--- src/rtl/crc_ahb_mc_host_if.sv ---
// AHB-Lite slave front end for NUM_CH CRC channels, 0x20 register window per channel.
// Define CRC_HIF_TIMEOUT_EN to turn long wait states into an ERROR response after TIMEOUT_CYC cycles.
module crc_ahb_mc_host_if #(
  parameter int NUM_CH      = 4,
  parameter int TIMEOUT_CYC = 16
) (
  input  logic                  HCLK,
  input  logic                  HRESETn,
  input  logic                  HSELx,
  input  logic                  HWRITE,
  input  logic                  HREADY,
  input  logic [31:0]           HADDR,
  input  logic [2:0]            HSIZE,
  input  logic [1:0]            HTRANS,
  input  logic [31:0]           HWDATA,
  output logic [31:0]           HRDATA,
  output logic                  HREADYOUT,
  output logic                  HRESP,
  output logic [31:0]           bus_wr,
  output logic [1:0]            bus_size,
  input  logic [32*NUM_CH-1:0]  crc_out,
  input  logic [32*NUM_CH-1:0]  crc_init_out,
  input  logic [32*NUM_CH-1:0]  crc_poly_out,
  input  logic [8*NUM_CH-1:0]   crc_idr_out,
  input  logic [NUM_CH-1:0]     buffer_full,
  input  logic [NUM_CH-1:0]     read_wait,
  input  logic [NUM_CH-1:0]     reset_pending,
  output logic [NUM_CH-1:0]     buffer_write_en,
  output logic [NUM_CH-1:0]     buffer_read_en,
  output logic [NUM_CH-1:0]     crc_init_en,
  output logic [NUM_CH-1:0]     crc_idr_en,
  output logic [NUM_CH-1:0]     crc_poly_en,
  output logic [NUM_CH-1:0]     reset_chain,
  output logic [2*NUM_CH-1:0]   crc_poly_size,
  output logic [2*NUM_CH-1:0]   rev_in_type,
  output logic [NUM_CH-1:0]     rev_out_type
);

  localparam int CH_W = (NUM_CH > 1) ? $clog2(NUM_CH) : 1;

  localparam logic [2:0] OFF_DR   = 3'd0;
  localparam logic [2:0] OFF_IDR  = 3'd1;
  localparam logic [2:0] OFF_CR   = 3'd2;
  localparam logic [2:0] OFF_INIT = 3'd4;
  localparam logic [2:0] OFF_POL  = 3'd5;

  typedef enum logic [1:0] {ST_OK, ST_ERR1, ST_ERR2} state_t;

  state_t            r_state;
  state_t            w_state_nxt;
  logic              r_hselx_pp;
  logic [1:0]        r_htrans_pp;
  logic              r_hwrite_pp;
  logic [2:0]        r_off_pp;
  logic [CH_W-1:0]   r_ch_pp;
  logic [1:0]        r_hsize_pp;
  logic [4:0]        r_cr [NUM_CH];

  logic              w_sample;
  logic              w_ah_xfer;
  logic [2:0]        w_ah_off;
  logic [CH_W-1:0]   w_ah_ch;
  logic              w_ah_off_ok;
  logic              w_ah_ch_ok;
  logic              w_ah_err;
  logic              w_dp_xfer;
  logic [NUM_CH-1:0] w_ch_oh;
  logic              w_is_dr;
  logic              w_is_idr;
  logic              w_is_cr;
  logic              w_is_init;
  logic              w_is_pol;
  logic              w_stall;
  logic              w_timeout;
  logic              w_done;
  logic              w_unused;

  assign w_unused = &{1'b0, HADDR[31:CH_W+5], HADDR[1:0], r_htrans_pp[0]};

  // Address-phase decode; an errored transfer is diverted to ERR1 and never reaches the data phase in OK.
  assign w_sample    = HREADY && HREADYOUT;
  assign w_ah_xfer   = HSELx && HTRANS[1];
  assign w_ah_off    = HADDR[4:2];
  assign w_ah_ch     = HADDR[CH_W+4:5];
  assign w_ah_off_ok = (w_ah_off == OFF_DR) || (w_ah_off == OFF_IDR) || (w_ah_off == OFF_CR) ||
                       (w_ah_off == OFF_INIT) || (w_ah_off == OFF_POL);
  assign w_ah_ch_ok  = (32'(w_ah_ch) < NUM_CH);
  assign w_ah_err    = w_ah_xfer && (!w_ah_off_ok || !w_ah_ch_ok || (HSIZE > 3'b010));

  always_ff @(posedge HCLK) begin
    if (!HRESETn) begin
      r_hselx_pp  <= 1'b0;
      r_htrans_pp <= 2'b00;
      r_hwrite_pp <= 1'b0;
      r_off_pp    <= 3'd0;
      r_ch_pp     <= '0;
      r_hsize_pp  <= 2'b00;
    end else if (w_sample) begin
      r_hselx_pp  <= HSELx;
      r_htrans_pp <= HTRANS;
      r_hwrite_pp <= HWRITE;
      r_off_pp    <= w_ah_off;
      r_ch_pp     <= w_ah_ch;
      r_hsize_pp  <= HSIZE[1:0];
    end
  end

  assign w_dp_xfer = r_hselx_pp && r_htrans_pp[1];
  assign w_is_dr   = (r_off_pp == OFF_DR);
  assign w_is_idr  = (r_off_pp == OFF_IDR);
  assign w_is_cr   = (r_off_pp == OFF_CR);
  assign w_is_init = (r_off_pp == OFF_INIT);
  assign w_is_pol  = (r_off_pp == OFF_POL);

  always_comb begin
    w_ch_oh = '0;
    for (int n = 0; n < NUM_CH; n++) w_ch_oh[n] = (r_ch_pp == CH_W'(n));
  end

  assign w_stall = w_dp_xfer &&
                   (( r_hwrite_pp && w_is_dr   && |(buffer_full   & w_ch_oh)) ||
                    (!r_hwrite_pp && w_is_dr   && |(read_wait     & w_ch_oh)) ||
                    ( r_hwrite_pp && w_is_init && |(reset_pending & w_ch_oh)));

`ifdef CRC_HIF_TIMEOUT_EN
  localparam int CNT_W = $clog2(TIMEOUT_CYC + 1);
  logic [CNT_W-1:0] r_wait_cnt;
  logic [CNT_W-1:0] w_wait_nxt;

  assign w_wait_nxt = r_wait_cnt + CNT_W'(1);
  assign w_timeout  = (w_wait_nxt == CNT_W'(TIMEOUT_CYC));

  always_ff @(posedge HCLK) begin
    if (!HRESETn)                                r_wait_cnt <= '0;
    else if ((r_state == ST_OK) && !HREADYOUT)   r_wait_cnt <= w_wait_nxt;
    else                                         r_wait_cnt <= '0;
  end
`else
  logic w_unused_to;
  assign w_unused_to = (TIMEOUT_CYC > 0);
  assign w_timeout   = 1'b0;
`endif

  always_ff @(posedge HCLK) begin
    if (!HRESETn) r_state <= ST_OK;
    else          r_state <= w_state_nxt;
  end

  // In OK, HREADYOUT=1 means the address phase is sampled iff HREADY is high.
  always_comb begin
    w_state_nxt = r_state;
    HREADYOUT   = 1'b1;
    HRESP       = 1'b0;
    w_done      = 1'b0;
    case (r_state)
      ST_OK: begin
        if (w_stall) begin
          HREADYOUT = 1'b0;
          if (w_timeout) w_state_nxt = ST_ERR1;
        end else begin
          w_done = w_dp_xfer;
          if (HREADY && w_ah_err) w_state_nxt = ST_ERR1;
        end
      end
      ST_ERR1: begin
        HREADYOUT   = 1'b0;
        HRESP       = 1'b1;
        w_state_nxt = ST_ERR2;
      end
      ST_ERR2: begin
        HRESP       = 1'b1;
        w_state_nxt = (HREADY && w_ah_err) ? ST_ERR1 : ST_OK;
      end
      default: w_state_nxt = ST_OK;
    endcase
  end

  always_ff @(posedge HCLK) begin
    if (!HRESETn) begin
      for (int n = 0; n < NUM_CH; n++) r_cr[n] <= 5'd0;
    end else begin
      for (int n = 0; n < NUM_CH; n++)
        if (w_done && w_ch_oh[n] && r_hwrite_pp && w_is_cr) r_cr[n] <= HWDATA[7:3];
    end
  end

  assign bus_wr   = HWDATA;
  assign bus_size = r_hsize_pp;

  always_comb begin
    buffer_write_en = '0;
    buffer_read_en  = '0;
    crc_init_en     = '0;
    crc_idr_en      = '0;
    crc_poly_en     = '0;
    reset_chain     = '0;
    crc_poly_size   = '0;
    rev_in_type     = '0;
    rev_out_type    = '0;
    for (int n = 0; n < NUM_CH; n++) begin
      crc_poly_size[2*n +: 2] = r_cr[n][1:0];
      rev_in_type[2*n +: 2]   = r_cr[n][3:2];
      rev_out_type[n]         = r_cr[n][4];
      if (w_done && w_ch_oh[n]) begin
        buffer_write_en[n] =  r_hwrite_pp && w_is_dr;
        buffer_read_en[n]  = !r_hwrite_pp && w_is_dr;
        crc_init_en[n]     =  r_hwrite_pp && w_is_init;
        crc_idr_en[n]      =  r_hwrite_pp && w_is_idr;
        crc_poly_en[n]     =  r_hwrite_pp && w_is_pol;
        reset_chain[n]     =  r_hwrite_pp && w_is_cr && HWDATA[0];
      end
    end
  end

  always_comb begin
    HRDATA = 32'h0;
    if (w_done && !r_hwrite_pp) begin
      for (int n = 0; n < NUM_CH; n++) begin
        if (w_ch_oh[n]) begin
          case (r_off_pp)
            OFF_DR:   HRDATA = crc_out[32*n +: 32];
            OFF_IDR:  HRDATA = {24'h0, crc_idr_out[8*n +: 8]};
            OFF_CR:   HRDATA = {24'h0, r_cr[n], 3'b000};
            OFF_INIT: HRDATA = crc_init_out[32*n +: 32];
            OFF_POL:  HRDATA = crc_poly_out[32*n +: 32];
            default:  HRDATA = 32'h0;
          endcase
        end
      end
    end
  end

endmodule

--- config.mk ---
export PLATFORM = sky130hd
export DESIGN_NAME = crc_ahb_mc_host_if
export DESIGN_NICKNAME = d
export VERILOG_FILES = /design/src/rtl/crc_ahb_mc_host_if.sv
export SDC_FILE = /design/constraint.sdc
export NUM_CORES = 1
export LEC_CHECK = 0
export BUFFER_PORTS_ARGS = -buffer_cell sky130_fd_sc_hd__clkbuf_2
export CAP_MARGIN = 40
export CORE_AREA = 3 3 240 242
export DETAILED_ROUTE_END_ITERATION = 8
export DIE_AREA = 0 0 243 245
export SKIP_LAST_GASP = 1
export SLEW_MARGIN = 0
export SYNTH_ARGS = -nofsm -noshare
export SYNTH_HDL_FRONTEND = slang
export SYNTH_SLANG_ARGS = --single-unit
export TNS_END_PERCENT = 100
--- constraint.sdc ---
create_clock -name HCLK -period 2.59 [get_ports HCLK]
set_input_delay 0 -clock HCLK [delete_from_list [all_inputs] [get_ports HCLK]]
set_output_delay 0 -clock HCLK [all_outputs]
set_load 0.02 [all_outputs]
---- After elaboration in Yosys (flattened, before gate mapping) ----
Memory sizes are Yosys's and may differ from the RTL's.
Index checks and enable logic that the tools add are counted.
W data, S select, Z words.
cells by class
  magnitude comparators ................... 1
  equal/unequal tests ..................... 15
  muxes and demuxes ....................... 59
  bitwise gates (word level) .............. 7
  reduce and logical (&&, ||, !) cells .... 47
operator list
  cell                  count
  $pmux W32 S5          4
  $mux W32              5
  $mux W1               42
  $logic_and A1 B1 Y1   29
  $mux W5               4
  $and A4 B4 Y4         3
  $eq A3 B3 Y1 const B  4
  $reduce_or A4 Y1      3
  $logic_or A1 B1 Y1    7
  $eq A2 B2 Y1 const B  3
  $eq A3 B1 Y1 const B  2
  $eq A3 B2 Y1 const B  2
  $logic_not A3 Y1      2
  $pmux W2 S3           1
  $eq A2 B1 Y1 const B  2
  $logic_not A2 Y1      2
  $mux W2               2
  $ne A2 B2 Y1 const B  2
  $or A1 B1 Y1          4
  $gt A3 B2 Y1 const B  1
  $logic_not A1 Y1      2
  $pmux W1 S2           1
  $reduce_and A2 Y1     1
  $reduce_or A2 Y1      1
storage, ports and cells
  register bits ........................... 13
  memory bits (writable) .................. 20
  input port bits ......................... 502
  output and inout port bits .............. 112
  word-level logic and storage cells ...... 137
  memories ................................ 1
memory list
  memory  depth  width  rd ports  clocked after Yosys merged registers in  write ports  RTL line  RTL
  r_cr    4      5      4         0                                        4            57        logic [4:0] r_cr [NUM_CH];

---- Depth between registers and ports, before layout ----
Gate-level depths: netlist of run 1.
  depth after elaboration ................. 16
  gate-level depth with buffers ........... 9
  depth with buffers taken out ............ 7

---- Worst setup path before layout of run 1 ----
OpenSTA, ideal clock, no wires.
  path type ............................... register -> output
  from .................................... reg r_ch_pp[0]
  to ...................................... out HRDATA[22]
  arrival ................................. 2.502 ns
  data required time ...................... 2.590 ns
  setup slack ............................. 0.088 ns
  cell stages (with the launch flop) ...... 7
  cells stage by stage .................... dfxtp_1 buf_6 mux4_1 nand2_1 o211ai_1 clkbuf_1 a2111oi_0
between the ends
  longest elaborated chain between the ends .. 11
  elaborated cells on any way between the ends .. 24
  those cells by class .................... 3 x eq/ne; 7 x mux; 3 x bitwise; 11 x reduce/logical
ends and longest elaborated chain
  element                                        RTL line  RTL
  start, declared                                55        logic [CH_W-1:0] r_ch_pp;
  start signal, assigned                         103       r_ch_pp <= w_ah_ch;
  $eq A2 B1 Y1, or another cell as far along     117       for (int n = 0; n < NUM_CH; n++) w_ch_oh[n] = (r_ch_pp == CH_W'(n));
  $and A4 B4 Y4, on equally long branches        121, 122
  $reduce_or A4 Y1, on equally long branches     121, 122
  $logic_and A1 B1 Y1, on equally long branches  121, 122
  $logic_or A1 B1 Y1                             121       (( r_hwrite_pp && w_is_dr && |(buffer_full & w_ch_oh)) ||
  $logic_or A1 B1 Y1                             122       (!r_hwrite_pp && w_is_dr && |(read_wait & w_ch_oh)) ||
  $logic_and A1 B1 Y1                            120       assign w_stall = w_dp_xfer &&
  $mux W1                                        157       if (w_stall) begin
  $mux W1                                        155       case (r_state)
  $logic_and A1 B1 Y1                            217       if (w_done && !r_hwrite_pp) begin
  $mux W32 *                                     217
  end, declared                                  16        output logic [31:0] HRDATA,
Every way passes the cells marked *; elsewhere a longest branch is shown, timed or not.

---- Final worst setup path of run 1 ----
  from .................................... reg r_off_pp[2]
  to ...................................... out HRDATA[7]
between the ends
  longest elaborated chain between the ends .. 10
  elaborated cells on any way between the ends .. 26
  those cells by class .................... 4 x eq/ne; 11 x mux; 11 x reduce/logical
ends and longest elaborated chain
  element                                                               RTL line  RTL
  start, declared                                                       54        logic [2:0] r_off_pp;
  start signal, assigned                                                102       r_off_pp <= w_ah_off;
  parallel branches: the longest is 9 deep, another holds $pmux W32 S5  n/a
  $mux W32 *                                                            217
Mark *: on every way between the ends.

==> impl_metrics.py, run 1 <==
metrics = {
    "setup_path": {
        "crit_fanout": 28,
        "r2r-start": "r_state[0]",
        "critPathKind": "reg2out",
        "crit_path_end_kind": "primary output",
        "cp.arrival_ns": 2.59,
        "crit_path_start_kind": "register",
        "r2r-end": "r_cr[2][0]",
        "cp_data_required_time_ns": 2.59,
        "r2r_slack_ns": 0.37,
        "crit_path_start": "r_off_pp[2]",
        "reg2reg_depth": 5,
    },
    "cells_and_area": {
        "stdcell_count": 2043,
        "area_growth_pct": 68.9,
        "num-fill-cells": 6396,
        "layout_commonest_cell": "clkbuf_2",
        "layout-drive-gt1-share_pct": 56.6,
        "layout_common_cells": "clkbuf_2, mux2_2, nor2_1, buf_4, mux2i_1",
        "nets": 1795,
    },
    "clock_tree": {
        "clk_latency_ns": 0.29,
        "clock-sinks": 32,
        "numCtsBuffers": 5,
        "cts_max_level": 2,
        "cts-root-buf": "clkbuf_16",
        "cts_buffer_depth": 2,
        "cts_tree": "yes",
        "postCtsSetupBuffers": 0,
        "cts.reportedPaths.clkPinSlew_ns": 0.05,
    },
    "synthesis": {
        "yosys.area.top_type": "mux2_2",
        "synth-edff-count": 20,
        "async_reset_ff_share_pct": 0,
        "synth_cell_types": 56,
        "syn_area_sq_um": 5950,
        "syn_inst": 765,
        "ys.flop_type": "edfxtp_1",
        "ys_seq_area_share_pct": 14.1,
        "synth_area_leaders": "mux2_2, mux2i_1, edfxtp_1",
        "avgSynthCellArea_sq_um": 7.77,
        "syn-num-nets": 1272,
        "synth_top_area_share_pct": 14.4,
        "ys_warn_count": 0,
        "yosys_register_bits": 32,
    },
    "sta": {
        "maxSlewHeadroom_pct": 52.5,
        "finalHoldViolations": 0,
        "report.final.slew_viol_count": 0,
        "period_needed_ns": 2.59,
        "period_share_pct": 100,
        "rsz0062_at_grt": "yes",
        "clock_skew_ns": 0.00708,
        "fin_ws_ns": -0.00294,
        "hold_ws_ns": 0.00000562,
        "finalSetupViolations": 1,
        "tightest_slew_ns": 0.710,
        "fmax_mhz": 386,
    },
    "floorplan": {
        "core-area_sq_um": 55300,
        "num_rows": 86,
        "ios": 614,
        "start_util_pct": 10.8,
        "fp.dieW_microns": 243,
        "fp.dieH_microns": 245,
        "dieArea_sq_um": 59500,
    },
    "pwr": {
        "p_switching_uw": 1470,
        "p_clk_share_pct": 19.1,
        "ir_drop_v": 0.000386,
        "p_leak_uw": 0.00450,
        "p_seq_share_pct": 18.2,
        "switching_share_pct": 42.1,
        "cellPowerDensity_nw_per_um2": 348,
        "combinationalPowerShare_pct": 62.7,
        "p_int_uw": 2020,
    },
    "detailed_routing": {
        "drt-initial-drc-count": 472,
        "drt_pass1_iterations": 5,
        "wirelength_mm": 41.9,
        "vias_per_cell": 4.14,
        "vias": 8460,
        "drtAntennaViolNets": 0,
        "drc_errors": 0,
        "wire_per_inst_microns": 20.5,
    },
    "worst_hold_path": {
        "hp-start": "HWDATA[14]",
        "min_path_type": "in2out",
        "min_to": "bus_wr[14]",
        "hold_depth": 0,
    },
    "placement": {
        "gp_congestion": 0.891,
        "io_buffer_count": 533,
        "dp_slack_ns": 0.221,
        "dpl.cell_count": 2020,
        "hpwlAfterDp_mm": 36.5,
    },
    "status": {
        "outcome": "complete, but fails checks",
        "failed_checks": "negative setup slack",
    },
    "global_routing": {
        "grt_pass1_wl_mm": 57.6,
        "grt_pass1_vias": 8449,
        "grt_max_degree": 55,
        "track_usage_pct": 13.2,
        "grt-ovfl-total": 0,
        "antenna_found_initial": 8,
    },
    "flow_run": {
        "cap_viol_max_count": 0,
    },
}
==> cells in the mapped netlist, types with 3 or more instances <==
| library cell | n |
|---|---|
| mux2_2 | 76 |
| nor2_1 | 75 |
| mux2i_1 | 71 |
| a221oi_1 | 64 |
| o21ai_0 | 60 |
| a21oi_1 | 59 |
| nand2_1 | 44 |
| buf_4 | 40 |
| clkbuf_1 | 40 |
| and2_1 | 21 |
| edfxtp_1 | 20 |
| nor3_1 | 19 |
| buf_2 | 16 |
| nand3_1 | 16 |
| dfxtp_1 | 12 |
| buf_1 | 11 |
| o22ai_1 | 11 |
| nor2b_1 | 8 |
| a22oi_1 | 7 |
| inv_1 | 6 |
| mux4_2 | 6 |
| nand2b_1 | 6 |
| a2111oi_0 | 5 |
| ha_1 | 5 |
| a31oi_1 | 4 |
| nand4_1 | 4 |
| nor4_1 | 4 |
| o221ai_1 | 4 |
| o311ai_0 | 4 |
| a21o_1 | 3 |
| a41oi_1 | 3 |
| nor4bb_1 | 3 |
| o2bb2ai_1 | 3 |
| or3_1 | 3 |
==> layer usage <==
| metal | vias to the layer above | part of all wire (%) | global-route usage (%) |
|---|---|---|---|
| li1 | 3977 | - | - |
| met1 | 3941 | 41 | 16.6 |
| met2 | 491 | 49 | 23.4 |
| met3 | 47 | 7.7 | 2.20 |
| met4 | 4 | 2.1 | 3.04 |
| met5 | - | 0.081 | 0 |
==> stage by stage <==
| step | TNS, ns | power [uW] | util (%) | area [sq um] |
|---|---|---|---|---|
| 2_1_floorplan | 0 | 1830 | - | 5950 |
| 3_3_place_gp | 0 | 2810 | 17.5 | 9700 |
| 3_5_place_dp | 0 | 2820 | 17.5 | 9700 |
| 4_1_cts | -0.0439 | 3500 | 18.0 | 9960 |
| 5_1_grt | -0.388 | 3720 | 18.1 | 10000 |
| 6_report | -0.00294 | 3490 | 18.2 | 10000 |
==> flip-flops by register name, indices dropped and copies added, names as in the netlist <==
name         count
bus_size         2
r_ch_pp          2
r_cr            20
r_hselx_pp       1
r_htrans_pp      1
r_hwrite_pp      1
r_off_pp         3
r_state          2
==> worst max path at each step <==
stage / to / slack, ns / cells past startpoint
3_5_place_dp: HRDATA[7] / 0.22 / 8
3_3_place_gp: HRDATA[7] / 0.23 / 8
2_1_floorplan: HRDATA[22] / 0.09 / 6
4_1_cts: HRDATA[7] / -0.04 / 7
5_1_grt: HRDATA[7] / -0.13 / 8
6_report: HRDATA[7] / -0.003 / 7
==> power by group through the flow <==
stage	clock network, uW	logic, uW	registers (uW)
floorplan	0	1200	627
global placement	0	2170	643
detailed placement	0	2180	643
CTS	673	2200	633
global route	691	2390	641
finish	668	2190	634
==> worst max-delay path, cell delays in order (launching register included) <==
cell and delay (ns):
dfxtp_4 0.45, buf_4 0.40, a2bb2oi_1 0.65, a22oi_1 0.15
a21oi_1 0.24, a2111oi_2 0.08, buf_4 0.16, clkbuf_2 0.15
==> cell families (layout without fill, tap and decap cells) <==
family          Yosys count  count (layout)  synth area share, %
compound gates          244             244                 27.7
fa+ha+maj                 5               5                 1.05
buf+inv                 116             640                 10.4
flops                    32              32                 14.1
mux                     155             155                 29.5
other cells               0               6                    0
simple gates            213             213                 17.2
==> area by class of cell <==
cell class | instances | area (sq um) | share of cell area, %
repair buffers | 625 | 3490 | 34.7
inverters | 7 | 26.3 | 0.262
flip-flops and latches | 32 | 855 | 8.51
diodes | 6 | 15.0 | 0.149
clock buffers | 5 | 125 | 1.25
multi-input cells | 617 | 4560 | 45.4
clock inverters | 3 | 37.5 | 0.374
well taps | 748 | 936 | 9.32
==> repair_timing <==
action / 4_1_cts / 5_1_grt
resized for setup: 2 / 20
hold buffers: 9 / 0
endpoints found under the setup margin: 2 / 33
endpoints found under the hold margin: 9 / 0
(Power assumes the default switching activity.)
==> run 2: changes to the inputs <==
Settings changed: ABC_AREA set to 1, CORE_AREA 3 3 240 242 to 3 3 236 238, DIE_AREA 0 0 243 245 to 0 0 239 241.
==> run 2 against run 1 <==
Effect of this change:
- the run now ends clean
- clock skew down 0.0037 ns
- final cell count is 9.7% higher
- combinational power up 13%
- wire length grew 4.2%
- sequential cell count is the same
==> impl_metrics.py, run 2 <==
metrics = {
    "status": {
        "outcome": "complete, no violations",
    },
    "detailed_routing": {
        "wirelength_mm": 43.7,
        "dr_wl_met3_mm": 3.96,
        "routed.top_layer": "met5",
        "drc_errors": 0,
        "dr_wl_met2_mm": 22.1,
        "drt_pass1_iterations": 5,
        "wl_met1_mm": 16.1,
        "wire_per_inst_microns": 19.5,
        "drtAntennaViolNets": 0,
        "vias": 8982,
        "vias_per_cell": 4.01,
        "drt-initial-drc-count": 506,
    },
    "synthesis": {
        "synth_xor_area_share_pct": 0,
        "ys.flop_type": "edfxtp_1",
        "synthSimpleGateAreaFrac_pct": 62.9,
        "synth_area_leaders": "nand2_1, edfxtp_1, nand3_1",
        "syn_area_sq_um": 5430,
        "avgSynthCellArea_sq_um": 5.17,
        "synth_top_area_share_pct": 35.9,
        "yosys.area_share.adder_pct": 1.15,
        "muxShareOfSynthArea_pct": 0,
        "synth_cell_types": 34,
        "syn_inst": 1050,
        "yosys_register_bits": 32,
        "ys_warn_count": 0,
        "synth_top_family_by_area": "simple AND/OR/NAND/NOR gates",
        "ys_seq_area_share_pct": 15.5,
        "synth_compound_area_share_pct": 7.52,
        "async_reset_ff_share_pct": 0,
        "syn-num-nets": 1557,
        "synth-edff-count": 20,
        "yosys.area.top_type": "nand2_1",
        "synthTopCellsByCount": "nand2_1, nor2_1, nand3_1",
        "yosysMostFrequentCell": "nand2_1",
    },
    "setup_path": {
        "path_cells": "inv_1 -> nand2_1 -> inv_4 -> buf_12 -> nand2_1 -> nand2_1 -> a221oi_1 -> nor2_2 -> nand2_1 -> nor2_1 -> clkbuf_2",
        "crit_path_start_kind": "register",
        "crit_path_end_kind": "primary output",
        "cp_slowest_cell": "dfxtp_1",
        "path_common_cell": "nand2_1",
        "critPathKind": "reg2out",
        "cp.arrival_ns": 2.45,
        "cp_data_required_time_ns": 2.59,
        "slowest_delay_ns": 0.30,
        "crit_fanout": 36,
    },
    "clock_tree": {
        "cts_buffer_depth": 2,
        "clock-sinks": 32,
        "cts.reportedPaths.clkPinSlew_ns": 0.06,
        "cts-root-buf": "clkbuf_16",
        "cts_tree": "yes",
        "cts_max_level": 2,
        "clk_latency_ns": 0.28,
        "numCtsBuffers": 5,
    },
    "cells_and_area": {
        "reg_top3": "r_cr x20, r_off_pp x3",
        "num-fill-cells": 6400,
        "largest_register_ffs": 20,
        "multi_input_area_sq_um": 3910,
        "layout_common_cells": "clkbuf_2, nand2_1, nor2_1, nand3_1, nand4_1",
        "largest-register": "r_cr",
        "layout-drive-gt1-share_pct": 39.5,
        "layout_commonest_cell": "clkbuf_2",
        "seq_area_sq_um": 845,
        "stdcell_count": 2241,
        "nets": 2046,
        "area_growth_pct": 67.9,
    },
    "global_routing": {
        "track_usage_pct": 13.9,
        "grt_pass1_wl_mm": 57.4,
        "grt-ovfl-total": 0,
        "antenna_found_initial": 20,
        "grt_pass1_vias": 8297,
        "grt_max_degree": 54,
    },
    "pwr": {
        "p_leak_uw": 0.00469,
        "cellPowerDensity_nw_per_um2": 419,
        "total_power_uw": 3810,
        "ir_drop_v": 0.000250,
    },
    "placement": {
        "gp_congestion": 0.843,
        "hpwlAfterDp_mm": 37.9,
        "dpl.cell_count": 2219,
        "io_buffer_count": 533,
    },
    "sta": {
        "clock_skew_ns": 0.00342,
        "tightest_slew_ns": 0.549,
        "period_share_pct": 94.6,
        "rsz0062_at_grt": "no",
        "fmax_mhz": 408,
        "finalHoldViolations": 0,
        "finalSetupViolations": 0,
        "setup_tns_ns": 0,
        "period_needed_ns": 2.45,
        "report.final.slew_viol_count": 0,
        "maxSlewHeadroom_pct": 63.4,
    },
    "worst_hold_path": {
        "min_path_type": "in2out",
    },
    "floorplan": {
        "core-area_sq_um": 53800,
        "num_rows": 85,
        "ios": 614,
        "dieArea_sq_um": 57600,
        "start_util_pct": 10.1,
        "fp.dieH_microns": 241,
        "fp.dieW_microns": 239,
    },
    "flow_run": {
        "cap_viol_max_count": 0,
    },
}
==> run 2: cell types whose count changed after synthesis, moves of 21 or more <==
cell / before / now
a21oi_1: 59 / 23
a221oi_1: 64 / 6
and2_1: 21 / 0
inv_1: 6 / 35
mux2_2: 76 / 0
mux2i_1: 71 / 0
nand2_1: 44 / 519
nand3_1: 16 / 97
nand4_1: 4 / 69
nor2_1: 75 / 107
o21ai_0: 60 / 17
==> run 2: cells by family (layout without fill, tap and decap cells) <==
group / count (synthesis) / after routing
compound gates: 67 / 67
flops: 32 / 32
other cells: 0 / 5
simple gates: 807 / 807
fa+ha+maj: 5 / 5
buf+inv: 139 / 629
==> run 2: per-stage QoR <==
step / worst slack (ns) / util [%] / area [sq um] / hold WS, ns
global placement: 0.199 / 16.4 / 8820 / 0.000137
CTS: -0.0652 / 16.9 / 9090 / 0.000137
finish: 0.139 / 16.9 / 9110 / 0.0000263
floorplan: 0.605 / - / 5430 / 0.113
detailed placement: 0.138 / 16.4 / 8820 / 0.000137
global route: 0.0241 / 16.9 / 9100 / 0.0000677
==> run 2: metal layers <==
layer / GRT usage (%) / vias to the layer above
li1: - / 4370
met1: 15.4 / 4020
met2: 26.0 / 505
met3: 3.61 / 77
met4: 4.29 / 10
met5: 0 / -
==> run 2: path summary, 6_finish.rpt <==
| check | startpoint | end | slack, ns | cells after the start |
|---|---|---|---|---|
| setup / recovery | r_off_pp[1] | HRDATA[30] | 0.14 | 11 |
| hold reg to reg | bus_size[0] | bus_size[0] | 0.52 | 4 |
| setup reg to reg | r_off_pp[2] | r_cr[2][4] | 0.46 | 9 |
| hold / removal | HWDATA[26] | bus_wr[26] | 0.00003 | 0 |
==> run 2: cell type report <==
cell class / count / area share, %
Timing Repair Buffer: 583 / 34.6
Antenna cell: 5 / 0.137
Sequential cell: 32 / 9.27
Inverter: 38 / 1.65
Clock buffer: 5 / 1.37
Multi-Input combinational cell: 879 / 43.0
Clock inverter: 3 / 0.467
Tap cell: 696 / 9.56
==> run 2: report_power, final <==
group	switching (uW)	total, uW	internal [uW]
Clock	228	679	452
Combinational	1590	2480	891
Sequential	64.4	656	592
==> run 2: critical path, delay by kind of cell, from the launching register on <==
family / cells / cell delay (ns)
AND/OR/NAND/NOR: 6 / 0.95
buffers and inverters: 4 / 0.82
flip-flops: 1 / 0.30
AO/OA/AOI/OAI: 1 / 0.07
==> run 2: what timing repair did <==
item / CTS / global route
hold buffers: 8 / 0
endpoints found under the setup margin: 8 / 28
pin swaps: 1 / 0
buffers inserted: 2 / 0
hold endpoints to repair: 8 / 0
resized for setup: 3 / 4
